**config.mk**
```make
export PLATFORM = sky130hd
export DESIGN_NAME = kgp_control_fsm
export DESIGN_NICKNAME = d
export VERILOG_FILES = /design/src/rtl/kgp_control_fsm.sv
export SDC_FILE = /design/constraint.sdc
export NUM_CORES = 1
export LEC_CHECK = 0
export CAP_MARGIN = 5
export CORE_UTILIZATION = 48
export DETAILED_ROUTE_END_ITERATION = 6
export PLACE_DENSITY = 0.88
export SYNTH_ARGS = -nofsm -noshare
export SYNTH_HDL_FRONTEND = slang
export SYNTH_SLANG_ARGS = --single-unit
```
**constraint.sdc**
```tcl
create_clock -name clk -period 2.3 [get_ports clk]
set_input_delay 0.345 -clock clk [delete_from_list [all_inputs] [get_ports clk]]
set_output_delay 0.345 -clock clk [all_outputs]
set_load 0.02 [all_outputs]
```
**src/rtl/kgp_control_fsm.sv**
```systemverilog
// -----------------------------------------------------------------------------
// kgp_control_fsm
//
// Multi-cycle main controller for the KGP_RISC datapath. It walks each
// instruction through FETCH / DECODE / EXEC / MEM / WB and drives the per-cycle
// strobes for the PC, instruction register, ALU, data memory and register file.
// Data-memory accesses wait in MEM until memReady. It also keeps a counter of
// retired instructions and a terminal HALT state.
//
// Ports:
//   clk        in   1      system clock, rising edge
//   rst        in   1      synchronous active-high reset
//   start      in   1      leave IDLE (ignored elsewhere)
//   opcode     in   6      instr[31:26], latched at the end of DECODE
//   zeroFlag   in   1      ALU zero flag   (used only in EXEC)
//   signFlag   in   1      ALU sign flag   (used only in EXEC)
//   carryFlag  in   1      ALU carry flag  (used only in EXEC)
//   memReady   in   1      data-memory completion (used only in MEM)
//   irWrite    out  1      load instruction register
//   pcWrite    out  1      update PC
//   pcSrc      out  2      00 PC+4, 01 target, 10 register rs
//   aluSrc     out  1      0 rt, 1 imm
//   aluOp      out  3      opReg[2:0] during EXEC, else 000
//   memRead    out  1      load request, held until memReady
//   memWrite   out  1      store request, held until memReady
//   regWrite   out  1      register-file write enable
//   memToReg   out  1      writeback from memory
//   link       out  1      write PC+4 into r31
//   halted     out  1      high in HALT
//   state      out  3      current state encoding
//   retired    out  CNT_W  completed-instruction count (wraps)
// -----------------------------------------------------------------------------
module kgp_control_fsm #(
    parameter int CNT_W = 16
) (
    input  logic             clk,
    input  logic             rst,
    input  logic             start,
    input  logic [5:0]       opcode,
    input  logic             zeroFlag,
    input  logic             signFlag,
    input  logic             carryFlag,
    input  logic             memReady,
    output logic             irWrite,
    output logic             pcWrite,
    output logic [1:0]       pcSrc,
    output logic             aluSrc,
    output logic [2:0]       aluOp,
    output logic             memRead,
    output logic             memWrite,
    output logic             regWrite,
    output logic             memToReg,
    output logic             link,
    output logic             halted,
    output logic [2:0]       state,
    output logic [CNT_W-1:0] retired
);

    typedef enum logic [2:0] {
        ST_IDLE   = 3'd0,
        ST_FETCH  = 3'd1,
        ST_DECODE = 3'd2,
        ST_EXEC   = 3'd3,
        ST_MEM    = 3'd4,
        ST_WB     = 3'd5,
        ST_HALT   = 3'd6
    } state_t;

    // Instruction classes, taken from opReg[5:3]
    localparam logic [2:0] CLS_REG   = 3'b000;
    localparam logic [2:0] CLS_IMM   = 3'b001;
    localparam logic [2:0] CLS_SHIFT = 3'b010;
    localparam logic [2:0] CLS_LOAD  = 3'b011;
    localparam logic [2:0] CLS_STORE = 3'b100;
    localparam logic [2:0] CLS_JUMP  = 3'b101;
    localparam logic [2:0] CLS_COND  = 3'b110;
    localparam logic [2:0] CLS_REGBR = 3'b111;

    localparam logic [5:0] OP_HALT = 6'b111111;

    typedef struct packed {
        logic       ir_write;
        logic       pc_write;
        logic [1:0] pc_src;
        logic       alu_src;
        logic [2:0] alu_op;
        logic       mem_read;
        logic       mem_write;
        logic       reg_write;
        logic       mem_to_reg;
        logic       link;
        logic       halted;
    } strobes_t;

    // Strobe pattern for a state given the instruction it is working on.
    // The conditional-branch pcWrite is excluded: it depends on live flags.
    function automatic strobes_t strobes_for(input state_t st, input logic [5:0] op);
        strobes_t s;
        s = '0;
        case (st)
            ST_FETCH: begin
                s.ir_write = 1'b1;
                s.pc_write = 1'b1;
                s.pc_src   = 2'b00;
            end
            ST_EXEC: begin
                s.alu_op = op[2:0];
                case (op[5:3])
                    CLS_IMM, CLS_LOAD, CLS_STORE: s.alu_src = 1'b1;
                    CLS_JUMP: begin
                        s.pc_write  = 1'b1;
                        s.pc_src    = 2'b01;
                        s.reg_write = op[0];
                        s.link      = op[0];
                    end
                    CLS_COND:  s.pc_src = 2'b01;
                    CLS_REGBR: begin
                        s.pc_write = 1'b1;
                        s.pc_src   = 2'b10;
                    end
                    default:   s.alu_src = 1'b0;
                endcase
            end
            ST_MEM: begin
                s.mem_read  = (op[5:3] == CLS_LOAD);
                s.mem_write = (op[5:3] == CLS_STORE);
            end
            ST_WB: begin
                s.reg_write  = 1'b1;
                s.mem_to_reg = (op[5:3] == CLS_LOAD);
            end
            ST_HALT:  s.halted = 1'b1;
            default:  s = '0;
        endcase
        return s;
    endfunction

    // Branch condition selected by opReg[2:0]; codes 101-111 are never taken.
    function automatic logic cond_taken(input logic [2:0] sel, input logic z,
                                        input logic sg, input logic c);
        logic t;
        case (sel)
            3'b000:  t = sg;
            3'b001:  t = z;
            3'b010:  t = ~z;
            3'b011:  t = c;
            3'b100:  t = ~c;
            default: t = 1'b0;
        endcase
        return t;
    endfunction

    state_t           state_r;
    state_t           next_state_s;
    logic [5:0]       op_r;
    logic [5:0]       op_next_s;
    strobes_t         strobe_r;
    logic [CNT_W-1:0] retired_r;
    logic             retire_s;
    logic             cond_pc_write_s;

    // Next-state selection
    always_comb begin
        next_state_s = ST_IDLE;
        case (state_r)
            ST_IDLE: begin
                if (start) begin
                    next_state_s = ST_FETCH;
                end else begin
                    next_state_s = ST_IDLE;
                end
            end
            ST_FETCH:  next_state_s = ST_DECODE;
            ST_DECODE: begin
                if (opcode == OP_HALT) begin
                    next_state_s = ST_HALT;
                end else begin
                    next_state_s = ST_EXEC;
                end
            end
            ST_EXEC: begin
                case (op_r[5:3])
                    CLS_REG, CLS_IMM, CLS_SHIFT: next_state_s = ST_WB;
                    CLS_LOAD, CLS_STORE:         next_state_s = ST_MEM;
                    default:                     next_state_s = ST_FETCH;
                endcase
            end
            ST_MEM: begin
                if (!memReady) begin
                    next_state_s = ST_MEM;
                end else if (op_r[5:3] == CLS_LOAD) begin
                    next_state_s = ST_WB;
                end else begin
                    next_state_s = ST_FETCH;
                end
            end
            ST_WB:   next_state_s = ST_FETCH;
            ST_HALT: next_state_s = ST_HALT;
            default: next_state_s = ST_IDLE;
        endcase
    end

    // Opcode capture point and retirement detection
    always_comb begin
        op_next_s = op_r;
        if (state_r == ST_DECODE) begin
            op_next_s = opcode;
        end else begin
            op_next_s = op_r;
        end
        // An instruction completes whenever control returns to FETCH from
        // a working state; the DECODE->HALT path never reaches here.
        retire_s = (next_state_s == ST_FETCH) &&
                   ((state_r == ST_EXEC) || (state_r == ST_MEM) || (state_r == ST_WB));
    end

    // State, latched opcode, registered strobes and retirement counter.
    // Strobes are precomputed for the state being entered so that each output
    // is a clean flop while still reading as a function of state/opReg.
    always_ff @(posedge clk) begin
        if (rst) begin
            state_r   <= ST_IDLE;
            op_r      <= 6'd0;
            strobe_r  <= '0;
            retired_r <= '0;
        end else begin
            state_r  <= next_state_s;
            op_r     <= op_next_s;
            strobe_r <= strobes_for(next_state_s, op_next_s);
            if (retire_s) begin
                retired_r <= retired_r + {{(CNT_W-1){1'b0}}, 1'b1};
            end else begin
                retired_r <= retired_r;
            end
        end
    end

    // Conditional-branch PC write follows the flags live in the EXEC cycle
    always_comb begin
        cond_pc_write_s = (state_r == ST_EXEC) && (op_r[5:3] == CLS_COND) &&
                          cond_taken(op_r[2:0], zeroFlag, signFlag, carryFlag);
    end

    assign irWrite  = strobe_r.ir_write;
    assign pcWrite  = strobe_r.pc_write | cond_pc_write_s;
    assign pcSrc    = strobe_r.pc_src;
    assign aluSrc   = strobe_r.alu_src;
    assign aluOp    = strobe_r.alu_op;
    assign memRead  = strobe_r.mem_read;
    assign memWrite = strobe_r.mem_write;
    assign regWrite = strobe_r.reg_write;
    assign memToReg = strobe_r.mem_to_reg;
    assign link     = strobe_r.link;
    assign halted   = strobe_r.halted;
    assign state    = state_r;
    assign retired  = retired_r;

endmodule

```
# Word level (Yosys, flattened, before mapping)
# Index checks and enable logic that the tools add are counted.
# word_totals
register_bits,39
input_bits,13
output_inout_bits,33
word_cells,80
# op_classes
add_sub_neg,1
eq_ne,27
mux,16
bitwise_logic,6
n_reduce_logical,16
# op_table
operator,n
"== test 3 bit, second input constant",13
"== test 3 x 2 -> 1 bit, second input constant",8
one-hot mux 3 bit (7 select lines),1
"adder 16 x 1 -> 16 bit, second input constant",1
"== test 3 x 1 -> 1 bit, second input constant",5
one-hot mux 3 bit (2 select lines),2
OR reduction 2 bit,6
logical NOT 3 bit,3
2-to-1 mux 3 bit,3
"== test 6 bit, second input constant",1
2-to-1 mux 1 bit,6
2-to-1 mux 6 bit,1
OR reduction 3 bit,2
inverter 1 bit,5
one-hot mux 1 bit (5 select lines),1
one-hot mux 2 bit (2 select lines),1
logical AND 1 bit,3
logical OR 1 bit,2
one-hot mux 1 bit (2 select lines),1
bitwise OR 1 bit,1

# Logic depth before layout (Yosys ltp)
# Gate-level depths: netlist of the first run.
# depth
depth_word,7
depth_mapped,6
depth_no_buf,5

# Least setup slack after synthesis of the first run
# Ideal clock, no wire load.
# synth_path
path_type,register -> register
from,reg state_r[1] (netlist: state[1])
to,reg strobe_r (netlist bit aluSrc)
setup_time_ps,79
arrival_ps,1867
t_required_ps,2221
slack_ps,354
path_stages_with_launch,7
path_buffers,1
synth_period_minus_slack_ps,1946
path_cell_list,dfxtp_1 nor3b_1 buf_2 mux2i_1 nand2_1 mux2_2 nor3_1
# synth_via
elab_chain_cells,5
word_cells_on_any_way,17
classes_between,eq/ne (10); mux (3); bitwise (1); reduce/logical (3)
# synth_rtl
item,line_no,rtl
start: declaration,153,state_t state_r;
start signal: assignment,227,state_r <= next_state_s;
== test 3 bit (tied with other cells),165,case (state_r)
one-hot mux 3 bit (7 select lines) / 2-to-1 mux 6 bit (equally long branches),"165, 206",
== test 3 x 2 -> 1 bit (tied with other cells),100,case (st)
inverter 1 bit (no line) / OR reduction 3 bit (equally long branches),-,
OR reduction 2 bit (no line) / 2-to-1 mux 1 bit (equally long branches),-,
end signal: assignment,229,"strobe_r <= strobes_for(next_state_s, op_next_s);"
end: declaration,157,strobes_t strobe_r;
# Several ways; a longest one is shown, not always the timed one.
# A chain may end at the register's enable or synchronous reset.

# Final worst setup path of the first run
# layout_path
from,in signFlag
to,out pcWrite
# layout_via
elab_chain_cells,3
# layout_rtl
item,line_no,rtl
start: declaration,41,"input logic signFlag,"
one-hot mux 1 bit (5 select lines),142,case (sel)
logical AND 1 bit,240,cond_pc_write_s = (state_r == ST_EXEC) && (op_r[5:3] == CLS_COND) &&
bitwise OR 1 bit,245,assign pcWrite = strobe_r.pc_write | cond_pc_write_s;
end: declaration,45,"output logic pcWrite,"
# Every way passes these cells.

==> results of run 1 <==
[stage by stage]
step | total power (W) | cell area [sq um] | util, % | hold slack, ns | worst slack (ns)
2_1_floorplan | 0.000897 | 1730 | - | 0.476 | 0.354
3_3_place_gp | 0.000997 | 2250 | 66.4 | 0.470 | -0.0233
3_5_place_dp | 0.00100 | 2250 | 66.4 | 0.478 | -0.0544
4_1_cts | 0.00132 | 2300 | 68.0 | 0.496 | 0.226
5_1_grt | 0.00140 | 2300 | 68.0 | 0.517 | 0.0652
6_report | 0.00132 | 2300 | 68.0 | 0.494 | 0.226
[final cells by class]
type,instances,area [sq um],area share [%]
multi-input combinational,139,871,37.8
timing repair buffer,55,524,22.8
sequential,39,783,34.0
clock buffer,5,37.5,1.63
clock inverter,3,15.0,0.652
tap,46,57.6,2.50
inverter,4,15.0,0.652
[cell usage in the layout, fill, tap and decap left out, drive strengths merged, types with 2 or more instances in the layout]
cell / Yosys / routed
mux2i: 9 / 9
nor2: 24 / 24
nand2: 12 / 12
nor2b: 2 / 2
nor3b: 4 / 4
nor3: 8 / 8
xnor2: 2 / 2
a21oi: 16 / 16
a211oi: 2 / 2
clkbuf: 3 / 5
o31ai: 7 / 7
o21ai: 8 / 8
o211ai: 2 / 2
and3: 2 / 2
or3: 4 / 4
or3b: 2 / 2
mux2: 2 / 2
xor2: 2 / 2
nand4: 5 / 5
or4: 7 / 7
nand3: 5 / 5
buf: 9 / 10
dfxtp: 39 / 39
clkinv: 0 / 3
nand4b: 2 / 2
inv: 4 / 4
clkdlybuf4s50: 0 / 44
[registers in the layout, summed over array words and instances (netlist names)]
name and cells:
memToReg 1, op_r 6, memRead 1, halted 1, memWrite 1, regWrite 1, pcSrc 2, state 3
retired 16, strobe_r 1, irWrite 1, link 1, aluSrc 1, aluOp 3
[per-layer routing]
| layer | global-route usage [%] | part of all wire (%) | vias up | routed length [um] |
|---|---|---|---|---|
| met5 | 0 | 0 | - | 0 |
| met4 | 6.69 | 1.1 | 0 | 40 |
| met3 | 5.51 | 4.1 | 4 | 154 |
| met2 | 30.9 | 46 | 51 | 1700 |
| met1 | 29.4 | 49 | 733 | 1840 |
| li1 | - | - | 800 | - |
[cell families after synthesis]
kind of cell	Yosys count
buffers and inverters	16
AO/OA/AOI/OAI	43
flip-flops	39
XOR/XNOR	4
adder cells (fa/ha/maj)	1
AND/OR/NAND/NOR	80
multiplexers	11
[worst max-delay path: cells and delay by family]
kind / cells / cell delay [ns]
buffers and inverters: 2 / 0.79
AND/OR/NAND/NOR: 1 / 0.12
AO/OA/AOI/OAI: 4 / 0.48
[power by group]
part / total (W) / switching [W] / internal, W
combinational: 0.000260 / 0.000140 / 0.000120
sequential: 0.000730 / 0.0000285 / 0.000702
clock: 0.000329 / 0.000216 / 0.000114
[worst max path at each step]
stage	start	end	slack, ns	cells after the start
finish	signFlag	pcWrite	0.23	7
global route	signFlag	pcWrite	0.07	7
CTS	signFlag	pcWrite	0.23	7
detailed placement	signFlag	pcWrite	-0.05	7
global placement	signFlag	pcWrite	-0.02	7
floorplan	state[1]	aluSrc	0.35	6
==> flow_metrics.env, run 1 <==
export IMPL_syn_inst=194
export IMPL_grt_antenna_before_repair=0
export IMPL_clk_latency_ns=0.34
export IMPL_async_reset_ff_share_pct=0
export IMPL_end_kind="primary output"
export IMPL_dp_cells=283
export IMPL_drtIter0Drc=73
export IMPL_syn_area_per_cell_sq_um=8.94
export IMPL_drv_cap=0
export IMPL_irDropWorstVdd_mv=0.410
export IMPL_synth_distinct_cells=44
export IMPL_path_class="primary input to primary output"
export IMPL_routed_wirelength_um=3740
export IMPL_skew_ns=0.0115
export IMPL_yosysMostFrequentCell="dfxtp_1"
export IMPL_cts_htree_levels=2
export IMPL_yosys_area_share_simple_pct=24.3
export IMPL_die_area_sq_mm=0.00386
export IMPL_cts_path_max_buffers=2
export IMPL_synth_adder_area_share_pct=0.722
export IMPL_fin_nets=258
export IMPL_syn_cell_area_sq_mm=0.00173
export IMPL_period_minus_slack_ns=2.07
export IMPL_portBuffers=45
export IMPL_synthTopCellsByCount="39 x dfxtp_1, 24 x nor2_1, 16 x a21oi_1, 11 x nand2_1, 9 x mux2i_1"
export IMPL_cts_setup_buffers=0
export IMPL_die_x_um=62.1
export IMPL_path_clk_slew_ns=0.10
export IMPL_viasPerCell=5.46
export IMPL_path_max_fanout=1
export IMPL_fin_setup_tns_ns=0
export IMPL_grt_pass1_vias=1418
export IMPL_hold_viol_final=0
export IMPL_min_to="retired[15]"
export IMPL_synth_compound_area_share_pct=16.7
export IMPL_grt_setup_unrepaired="false"
export IMPL_dp_hpwl_um=2650
export IMPL_fillers=270
export IMPL_timing_reg2reg_setup_slack_ns=0.34
export IMPL_synth_top_area_share_pct=45.0
export IMPL_relSlewSlack_pct=60.8
export IMPL_cts_root_buf="clkbuf_4"
export IMPL_syn_to_final_growth_pct=32.8
export IMPL_hp_class="register to register"
export IMPL_r2r_cells=6
export IMPL_grt_max_degree=17
export IMPL_diodes=0
export IMPL_synthesis_nets=208
export IMPL_final_cells=291
export IMPL_ys_ff_latch=39
export IMPL_grt_pass1_wl_um=6420
export IMPL_crit_top_cell="a211oi_1"
export IMPL_leakage_nw=0.776
export IMPL_cts_resized=3
export IMPL_start_kind="primary input"
export IMPL_min_period_over_period_pct=90.2
export IMPL_cts_sinks=39
export IMPL_design_core_area_sq_mm=0.00339
export IMPL_synthMuxAreaShare_pct=6.49
export IMPL_ys_seq_area_share_pct=45.0
export IMPL_gp_congestion=0.838
export IMPL_power_density_mw_per_mm2=573
export IMPL_drive_above_1_share_pct=10.2
export IMPL_maxSlewViolCount=0
export IMPL_timing_fmax_ghz=0.482
export IMPL_yosysTopAreaCell="dfxtp_1"
export IMPL_overflow=0
export IMPL_netlist_top_cells_area="dfxtp_1 45%, mux2i_1 5.2%, nor2_1 5.2%"
export IMPL_worst_pin_slew_ns=0.586
export IMPL_start_util_pct=51.2
export IMPL_firstDrtPassIters=4
export IMPL_ys_flop_type="dfxtp_1"
export IMPL_num_vias=1588
export IMPL_whs_path_depth=2
export IMPL_drc=0
export IMPL_finalSetupViolations=0
export IMPL_r2r_start="op_r[5]"
export IMPL_cp_data_arrival_time_ns=1.73
export IMPL_worst_path_max_delay_cell="clkdlybuf4s50_1"
export IMPL_crit_chain="clkdlybuf4s50_1, nor2b_1, a211oi_1, a211oi_1, a21oi_1, o21bai_1, dlygate4sd2_1"
export IMPL_ant_nets=0
export IMPL_worstHoldStart="retired[15]"
export IMPL_crit_required_ns=1.96
export IMPL_die_h_um=62.1
export IMPL_pin_count=46
export IMPL_cts_tree="yes"
export IMPL_synth_edff_count=0
export IMPL_r2r_end="retired[14]"
export IMPL_synth_xor_area_share_pct=2.02
export IMPL_synth_top_family_by_area="simple AND/OR/NAND/NOR gates"
export IMPL_wl_per_cell_um=12.8
export IMPL_slowest_delay_ns=0.45
export IMPL_track_usage_pct=20.8
export IMPL_status="complete, no violations"
export IMPL_cts_buffers=5
export IMPL_cts_hold_buf=0
export IMPL_rows=21
export IMPL_synth_warning_count=0
No activity file was read; power rests on OpenSTA's default activity.
==> inputs of run 2 (changes only) <==
CTS_CLUSTER_SIZE = 25   (was not set)
==> results of run 2 <==
Same layout as run 1: the final DEF is identical, and so are final timing and power.
